<file path="config.mk">
export PLATFORM = sky130hd
export DESIGN_NAME = mlp_layer_sequencer
export DESIGN_NICKNAME = d
export VERILOG_FILES = /design/src/rtl/mlp_layer_sequencer.sv
export SDC_FILE = /design/constraint.sdc
export NUM_CORES = 1
export LEC_CHECK = 0
export BUFFER_PORTS_ARGS = -buffer_cell sky130_fd_sc_hd__buf_4
export CORE_UTILIZATION = 53
export DETAILED_ROUTE_END_ITERATION = 6
export PLACE_DENSITY = 0.84
export REMOVE_ABC_BUFFERS = 1
export SKIP_CTS_REPAIR_TIMING = 1
export SLEW_MARGIN = 20
export SYNTH_ARGS = -nofsm -noshare
export SYNTH_HDL_FRONTEND = slang
export SYNTH_SLANG_ARGS = --single-unit
</file>
<file path="constraint.sdc">
create_clock -name clk -period 4.7 [get_ports clk]
set_clock_uncertainty 0.2 [all_clocks]
set_input_delay 0.235 -clock clk [delete_from_list [all_inputs] [get_ports clk]]
set_output_delay 0.235 -clock clk [all_outputs]
set_load 0.01 [all_outputs]
</file>
<file path="src/rtl/mlp_layer_sequencer.sv">
`timescale 1ns/1ps
`default_nettype none
// ============================================================================
// Module      : mlp_layer_sequencer
// Description : Steps each test vector through NUM_LAYERS MLP layers, strobes
//               hidden-layer neuron registers and emits results via valid/ready.
// Revision    : 1.0 - initial release
// ============================================================================
module mlp_layer_sequencer #(
    parameter int NUM_LAYERS = 4,
    parameter int NEURONS    = 10,
    parameter int NUM_CASES  = 750,
    parameter int ADDR_W     = 10,
    parameter int LAYER_W    = $clog2(NUM_LAYERS)
) (
    input  logic                              clk,
    input  logic                              rst,
    input  logic                              start,
    input  logic                              abort,
    input  logic                              mac_done,
    input  logic                              out_ready,
    output logic [LAYER_W-1:0]                curr_layer,
    output logic [(NUM_LAYERS-1)*NEURONS-1:0] ld_en,
    output logic [ADDR_W-1:0]                 addr,
    output logic                              inc_addr,
    output logic                              result_valid,
    output logic                              busy,
    output logic                              init,
    output logic                              done
);

    localparam int                 c_LD_W       = (NUM_LAYERS-1)*NEURONS;
    localparam logic [LAYER_W-1:0] c_LAST_LAYER = LAYER_W'(NUM_LAYERS-1);
    localparam logic [ADDR_W-1:0]  c_LAST_ADDR  = ADDR_W'(NUM_CASES-1);

    typedef enum logic [2:0] {
        S_IDLE  = 3'd0,
        S_LAYER = 3'd1,
        S_LOAD  = 3'd2,
        S_EMIT  = 3'd3,
        S_DONE  = 3'd4
    } state_t;

    state_t              r_state;
    state_t              w_state_nxt;
    logic [LAYER_W-1:0]  r_layer;
    logic [LAYER_W-1:0]  w_layer_nxt;
    logic [ADDR_W-1:0]   r_addr;
    logic [ADDR_W-1:0]   w_addr_nxt;
    logic [LAYER_W-1:0]  w_curr_layer_nxt;
    logic [c_LD_W-1:0]   w_ld_en_nxt;

    // Only the address handshake is Mealy; everything else is registered.
    assign inc_addr = (r_state == S_EMIT) && out_ready && !abort;
    assign addr     = r_addr;

    always_comb begin
        w_state_nxt = r_state;
        w_layer_nxt = r_layer;
        w_addr_nxt  = r_addr;
        case (r_state)
            S_IDLE: begin
                if (start) begin
                    w_state_nxt = S_LAYER;
                    w_layer_nxt = '0;
                    w_addr_nxt  = '0;
                end
            end
            S_LAYER: begin
                if (mac_done) begin
                    w_state_nxt = (r_layer < c_LAST_LAYER) ? S_LOAD : S_EMIT;
                end
            end
            S_LOAD: begin
                w_state_nxt = S_LAYER;
                w_layer_nxt = r_layer + LAYER_W'(1);
            end
            S_EMIT: begin
                if (out_ready) begin
                    if (r_addr == c_LAST_ADDR) begin
                        w_state_nxt = S_DONE;
                    end else begin
                        w_state_nxt = S_LAYER;
                        w_layer_nxt = '0;
                        w_addr_nxt  = r_addr + ADDR_W'(1);
                    end
                end
            end
            S_DONE: begin
                w_state_nxt = S_IDLE;
            end
            default: begin
                w_state_nxt = S_IDLE;
            end
        endcase
        // Abort freezes the counters so the failing vector stays visible.
        if (abort && (r_state != S_IDLE)) begin
            w_state_nxt = S_IDLE;
            w_layer_nxt = r_layer;
            w_addr_nxt  = r_addr;
        end
    end

    always_comb begin
        w_curr_layer_nxt = '0;
        case (w_state_nxt)
            S_LAYER, S_LOAD: w_curr_layer_nxt = w_layer_nxt;
            S_EMIT:          w_curr_layer_nxt = c_LAST_LAYER;
            default:         w_curr_layer_nxt = '0;
        endcase
    end

    for (genvar k = 0; k < NUM_LAYERS-1; k++) begin : g_ld_en
        assign w_ld_en_nxt[k*NEURONS +: NEURONS] =
            {NEURONS{(w_state_nxt == S_LOAD) && (w_layer_nxt == LAYER_W'(k))}};
    end

    always_ff @(posedge clk or posedge rst) begin
        if (rst) begin
            r_state      <= S_IDLE;
            r_layer      <= '0;
            r_addr       <= '0;
            curr_layer   <= '0;
            ld_en        <= '0;
            result_valid <= 1'b0;
            busy         <= 1'b0;
            init         <= 1'b1;
            done         <= 1'b0;
        end else begin
            r_state      <= w_state_nxt;
            r_layer      <= w_layer_nxt;
            r_addr       <= w_addr_nxt;
            curr_layer   <= w_curr_layer_nxt;
            ld_en        <= w_ld_en_nxt;
            result_valid <= (w_state_nxt == S_EMIT);
            busy         <= (w_state_nxt != S_IDLE);
            init         <= (w_state_nxt == S_IDLE);
            done         <= (w_state_nxt == S_DONE);
        end
    end

endmodule
`default_nettype wire
</file>
==> results of run 1 <==
[cells by family after synthesis]
| kind of cell | Yosys count | share of synthesized area |
|---|---|---|
| compound gates | 23 | 0.128 |
| xor+xnor | 8 | 0.0463 |
| fa+ha+maj | 3 | 0.0248 |
| buf+inv | 39 | 0.178 |
| flops | 24 | 0.398 |
| simple gates | 58 | 0.226 |
[worst paths after layout]
kind	start	slack, ps	end
setup reg to reg	addr[0]$_DFFE_PP0P_	2470	ld_en[19]$_DFF_PP0_
min in group asynchronous	rst	450	ld_en[9]$_DFF_PP0_
hold / removal	out_ready	20	done$_DFF_PP0_
hold reg to reg	addr[7]$_DFFE_PP0P_	390	addr[7]$_DFFE_PP0P_
setup / recovery	addr[0]$_DFFE_PP0P_	2470	ld_en[19]$_DFF_PP0_
max in group asynchronous	rst	3300	busy$_DFF_PP0_
[per-stage QoR]
| step | setup WS, ps | hold WS [ps] | power [W] | std cells | utilization |
|---|---|---|---|---|---|
| detailed placement | 2520 | 276 | 0.000452 | 206 | 0.622 |
| global placement | 2570 | 256 | 0.000445 | 206 | 0.622 |
| finish | 2470 | 21.7 | 0.000602 | 211 | 0.645 |
| CTS | 2490 | -81.3 | 0.000599 | 210 | 0.641 |
| global route | 2390 | 28.9 | 0.000631 | 211 | 0.645 |
| floorplan | 2570 | 48.9 | 0.000373 | 123 | - |
[metal layers]
layer | track usage | up-vias
li1 | - | 554
met1 | 0.238 | 569
met2 | 0.398 | 65
met3 | 0.0258 | 6
met4 | 0.0714 | 0
met5 | 0 | -
[cell usage after synthesis (3+ instances only)]
cell type	number	share of area
buf_4	27	0.13
dfrtp_1	23	0.38
nor2_1	11	0.027
nand2_1	9	0.022
nand3_1	7	0.023
inv_1	6	0.015
xor2_1	6	0.035
and3_1	4	0.017
nand4_1	4	0.017
a21oi_1	3	0.0099
ha_1	3	0.025
o21ai_0	3	0.0099
[final cells by class]
class                      instances  area share
multi-input combinational         92       0.365
sequential                        24       0.341
timing repair buffer              53       0.227
tap                               31      0.0220
clock inverter                     1      0.0170
inverter                           7      0.0149
clock buffer                       3      0.0128
[power by group]
group	internal (W)	total [W]	switching, W
clock	0.0000863	0.000150	0.0000639
sequential	0.000233	0.000264	0.0000312
combinational	0.0000879	0.000188	0.0000998
total	0.000407	0.000602	0.000195
[registers in the layout, summed over array words and instances, names as in the netlist]
register / count
addr: 10
busy: 1
curr_layer: 2
done: 1
init: 1
ld_en: 3
r_layer: 2
r_state: 3
result_valid: 1
==> impl_metrics.yaml, run 1 <==
critical_path:
  cp-end-kind: "register"
  path_buf_inv: 0
  worstPathCellList: "ha_1, and3b_4, and4_4, a221o_1, or3b_1, nor2b_1"
  ff2ff_path_depth: 6
  worstPathArrival_ps: 2290
  path_depth: 6
  start_kind: "register"
  slowest_stage: "dfrtp_1"
  worstPathRequired_ps: 4760
  slowest_delay_ps: 470
  crit_path_max_fanout: 7
  path_delay_family: "simple AND/OR/NAND/NOR gates"
  crit_type: "reg2reg"
route:
  wl_met1_mm: 1.24
  wl_per_cell_um: 14.9
  postRouteAntennaNets: 0
  drt_iter0_drc: 28
  highest_layer: "met4"
  vias: 1194
  vias_per_cell: 5.66
  routed_wl_mm: 3.14
  route.met3.wl_um: 207
  dr.pass1.iters: 4
  wl_met2_mm: 1.65
  drc: 0
floorplanning:
  core_area_um2: 2730
  ios: 53
  die_x_um: 55.4
  row_count: 19
  die_h_um: 55.4
  initial_utilization: 0.554
  die_area_um2: 3070
cells_and_area:
  final_layout_size_suffix_gt1_frac: 0.389
  antennaDiodeCount: 0
  register_area_um2: 602
  num-fill-cells: 215
  fin_nets: 190
  areaGrowthSynthToFinish_pct: 16.4
  final_common_cell: "buf_4"
  design_area_um2: 1760
  layout_common_cells: "52 x buf_4, 23 x dfrtp_1, 11 x nor2_1"
  multi_input_area_um2: 643
global_routing:
  grt_first_pass_wirelength_mm: 5.08
  grt_max_degree: 25
  grt_pass1_vias: 1073
  grt_usage: 0.209
  globalRoute.totalOverflow: 0
  antenna_found_initial: 0
run:
  cap_viol_max_count: 0
power:
  ir_drop_v: 0.000222
  p_leak_nw: 0.905
  power_density_nw_per_um2: 342
placed_design:
  dpl_cell_area_um2: 1700
  place.gp.congestion: 0.867
  port_buffers: 52
  dpl.hpwl_mm: 2.32
synth:
  ys_types: 52
  avgSynthCellArea_um2: 9.77
  synthesis.area_um2: 1510
  synth_seq_cells: 24
  async_flop_share: 1.00
  yosysWarnings: 0
  syn_inst: 155
  ys_seq_area_frac: 0.398
  ys.flop_type: "dfrtp_1"
  synth-edff-count: 0
run_status:
  outcome: "finished, final reports clean"
clock_network:
  clkSlewWorstSetupHoldPaths_ps: 140
  root_buffer: "clkbuf_4"
  cts_sinks: 24
  clockBufferDepth: 2
  insertion_delay_ps: 320
  tritoncts: "done"
  h-tree-depth: 1
  cts_buffers: 3
timing:
  tightest_slew_ps: 898
  max_freq_mhz: 449
  min_period_ps: 2230
  fin_tns_setup_ps: 0
  slew_violations: 0
  hold_viol: 0
  slew_headroom: 0.400
  rsz0062_at_grt: "false"
  fin_crit_sh: 0.474
  setup_viol: 0
hold_path:
  hp-class: "in2reg"
  whs_path_depth: 2
Power figures use the tool's default switching activity.
==> inputs of run 2 (changes only) <==
--- a/config.mk
+++ b/config.mk
@@ -5,10 +5,11 @@
 export SDC_FILE = /design/constraint.sdc
 export NUM_CORES = 1
 export LEC_CHECK = 0
+export ABC_AREA = 1
 export BUFFER_PORTS_ARGS = -buffer_cell sky130_fd_sc_hd__buf_4
-export CORE_UTILIZATION = 53
+export CORE_UTILIZATION = 45
 export DETAILED_ROUTE_END_ITERATION = 6
-export PLACE_DENSITY = 0.84
+export PLACE_DENSITY = 0.76
 export REMOVE_ABC_BUFFERS = 1
 export SKIP_CTS_REPAIR_TIMING = 1
 export SLEW_MARGIN = 20
==> constraint.sdc (replaced) <==
create_clock -name clk -period 2 [get_ports clk]
set_clock_uncertainty 0.2 [all_clocks]
set_input_delay 0.1 -clock clk [delete_from_list [all_inputs] [get_ports clk]]
set_output_delay 0.1 -clock clk [all_outputs]
set_load 0.01 [all_outputs]
==> run 2 against run 1 <==
Worst setup slack worse by 2300 ps. Critical endpoint is now busy$_DFF_PP0_. Global-route usage down 3.5 points. Utilization down 6.0 points. Clock power up 47%. Via count up 4.3%.
==> impl_metrics.yaml, run 2 <==
floorplanning:
  die_area_um2: 3660
  die_h_um: 60.5
  initial_utilization: 0.488
  core_area_um2: 3150
  ios: 53
  die_x_um: 60.5
  row_count: 20
global_routing:
  globalRoute.totalOverflow: 0
  grt_first_pass_wirelength_mm: 4.65
  antenna_found_initial: 0
  grt_usage: 0.174
  grt_pass1_vias: 1081
  grt_max_degree: 25
critical_path:
  crit_top_cell: "nand2_1"
  start_kind: "register"
  r2r-end: "busy$_DFF_PP0_"
  worstPathCellList: "inv_1, ha_1, nand2_1, nor2_2, nand3_1, nand2_1, nand2_1, nand2_1, nand2_1, nor2_1, inv_1"
  worstPathArrival_ps: 1840
  crit_type: "reg2reg"
  slowest_stage: "dfrtp_1"
  worstPathRequired_ps: 2010
  crit_path_max_fanout: 4
  ff2ff_path_depth: 11
  path_delay_family: "simple AND/OR/NAND/NOR gates"
  worst-r2r-setup-slack_ps: 170
  cp-end-kind: "register"
  slowest_delay_ps: 430
  r2r_start: "addr[1]$_DFFE_PP0P_"
  path_buf_inv: 2
synth:
  synth_top_area_share: 0.374
  muxShareOfSynthArea: 0
  yosysTopAreaCell: "dfrtp_1"
  synthesis.area_um2: 1540
  syn_inst: 194
  ys.flop_type: "dfrtp_1"
  synth_common_cells: "40 x nand2_1, 29 x inv_1, 27 x buf_4"
  synth.most_common_cell: "nand2_1"
  synth_xor_area_frac: 0.0398
  synth-simple-area-share: 0.282
  synth-compound-area-share: 0.0463
  async_flop_share: 1.00
  ys_seq_area_frac: 0.391
  avgSynthCellArea_um2: 7.93
  ys_types: 28
  synth-edff-count: 0
  yosysWarnings: 0
  synth_seq_cells: 24
  synth_top_family_by_area: "simple AND/OR/NAND/NOR gates"
  synthAdderAreaFrac: 0.0244
  synth_area_leaders: "dfrtp_1 37%, buf_4 13%, nand2_1 9.8%"
timing:
  fin_tns_setup_ps: 0
  setup_viol: 0
  slew_violations: 0
  fin_crit_sh: 0.913
  hold_viol: 0
  hold_slack_ps: 18.1
  tightest_slew_ps: 320
  max_freq_mhz: 548
  min_period_ps: 1830
  slew_headroom: 0.785
route:
  drt_iter0_drc: 40
  vias_per_cell: 4.59
  dr.pass1.iters: 4
  routed_wl_mm: 2.88
  vias: 1245
  postRouteAntennaNets: 0
  wl_per_cell_um: 10.6
  drc: 0
cells_and_area:
  final_common_cell: "buf_4"
  largest_reg_flops: 10
  areaGrowthSynthToFinish_pct: 19.8
  final_layout_size_suffix_gt1_frac: 0.300
  antennaDiodeCount: 0
  fin_nets: 237
  layout_common_cells: "54 x buf_4, 40 x nand2_1, 29 x inv_1"
  finalNonFillerCells: 271
clock_network:
  tritoncts: "done"
  insertion_delay_ps: 330
  root_buffer: "clkbuf_4"
  clockBufferDepth: 2
  h-tree-depth: 1
  cts_sinks: 24
  cts_buffers: 3
  clkSlewWorstSetupHoldPaths_ps: 130
hold_path:
  worstHoldStart: "mac_done"
  whs_path_depth: 5
  holdPathEnd: "r_state[1]$_DFF_PP0_"
  hp-class: "in2reg"
placed_design:
  port_buffers: 52
  dpl.hpwl_mm: 2.17
  place.gp.congestion: 0.822
  post-place-cells: 263
run_status:
  outcome: "finished, final reports clean"
run:
  cap_viol_max_count: 0
power:
  ir_drop_v: 0.000499
  power_density_nw_per_um2: 844
  p_leak_nw: 1.02
run 2: cell count changes after synthesis, sizes merged, moves of 5 or more:
cell | before | now
nor2 | 11 | 20
inv | 7 | 31
nand2 | 9 | 42
and3 | 5 | 0
o21ai | 3 | 11
nand3 | 7 | 15
run 2: final cells by class:
cell class / instances / area [µm²]
fillers: 297 / 1310
multi-input cells: 111 / 607
repair buffers: 57 / 435
well taps: 44 / 55.1
clock buffers: 4 / 26.3
flip-flops and latches: 24 / 602
inverters: 31 / 119
run 2: routing by layer:
metal,global-route usage,vias to the layer above,share of wire
li1,-,641,-
met1,0.250,556,0.48
met2,0.253,43,0.43
met3,0.0213,5,0.060
met4,0.101,0,0.024
met5,0,-,0
run 2: logic make-up (layout without fill, tap and decap cells):
kind of cell / after synthesis / count (layout)
DFF: 24 / 24
adders and majority gates: 3 / 3
and+or+nand+nor: 88 / 88
AOI/OAI and AO/OA: 13 / 13
buffers and inverters: 59 / 92
xor gates and xnor gates: 7 / 7
run 2: worst max path at each step:
stage	startpoint	to	slack [ps]	depth (start not counted)
6_report	addr[1]$_DFFE_PP0P_	busy$_DFF_PP0_	170	11
5_1_grt	addr[0]$_DFFE_PP0P_	busy$_DFF_PP0_	-40	10
4_1_cts	addr[1]$_DFFE_PP0P_	busy$_DFF_PP0_	140	11
3_5_place_dp	addr[1]$_DFFE_PP0P_	busy$_DFF_PP0_	190	11
3_3_place_gp	addr[0]$_DFFE_PP0P_	busy$_DFF_PP0_	240	10
2_1_floorplan	addr[1]$_DFFE_PP0P_	busy$_DFF_PP0_	270	11
run 2: worst reg2reg max path: cells and delay by family, from the launching register on:
kind | cells | cell delay, ps
simple gates | 8 | 790
flops | 1 | 430
buf+inv | 2 | 150
fa+ha+maj | 1 | 140
run 2: power breakdown:
group	leakage, nW	switching [W]	total, W	internal (W)
Sequential	0.326	0.0000752	0.000645	0.000570
Clock	0.0150	0.000142	0.000220	0.0000782
Combinational	0.683	0.000418	0.000691	0.000273
run 2: through the flow:
step	setup WS (ps)	power [W]	utilization	instance area, µm²
global placement	238	0.00134	0.564	1780
detailed placement	189	0.00134	0.564	1780
global route	-39.9	0.00171	0.585	1840
CTS	140	0.00157	0.572	1800
finish	174	0.00156	0.585	1840
floorplan	274	0.00107	-	1330
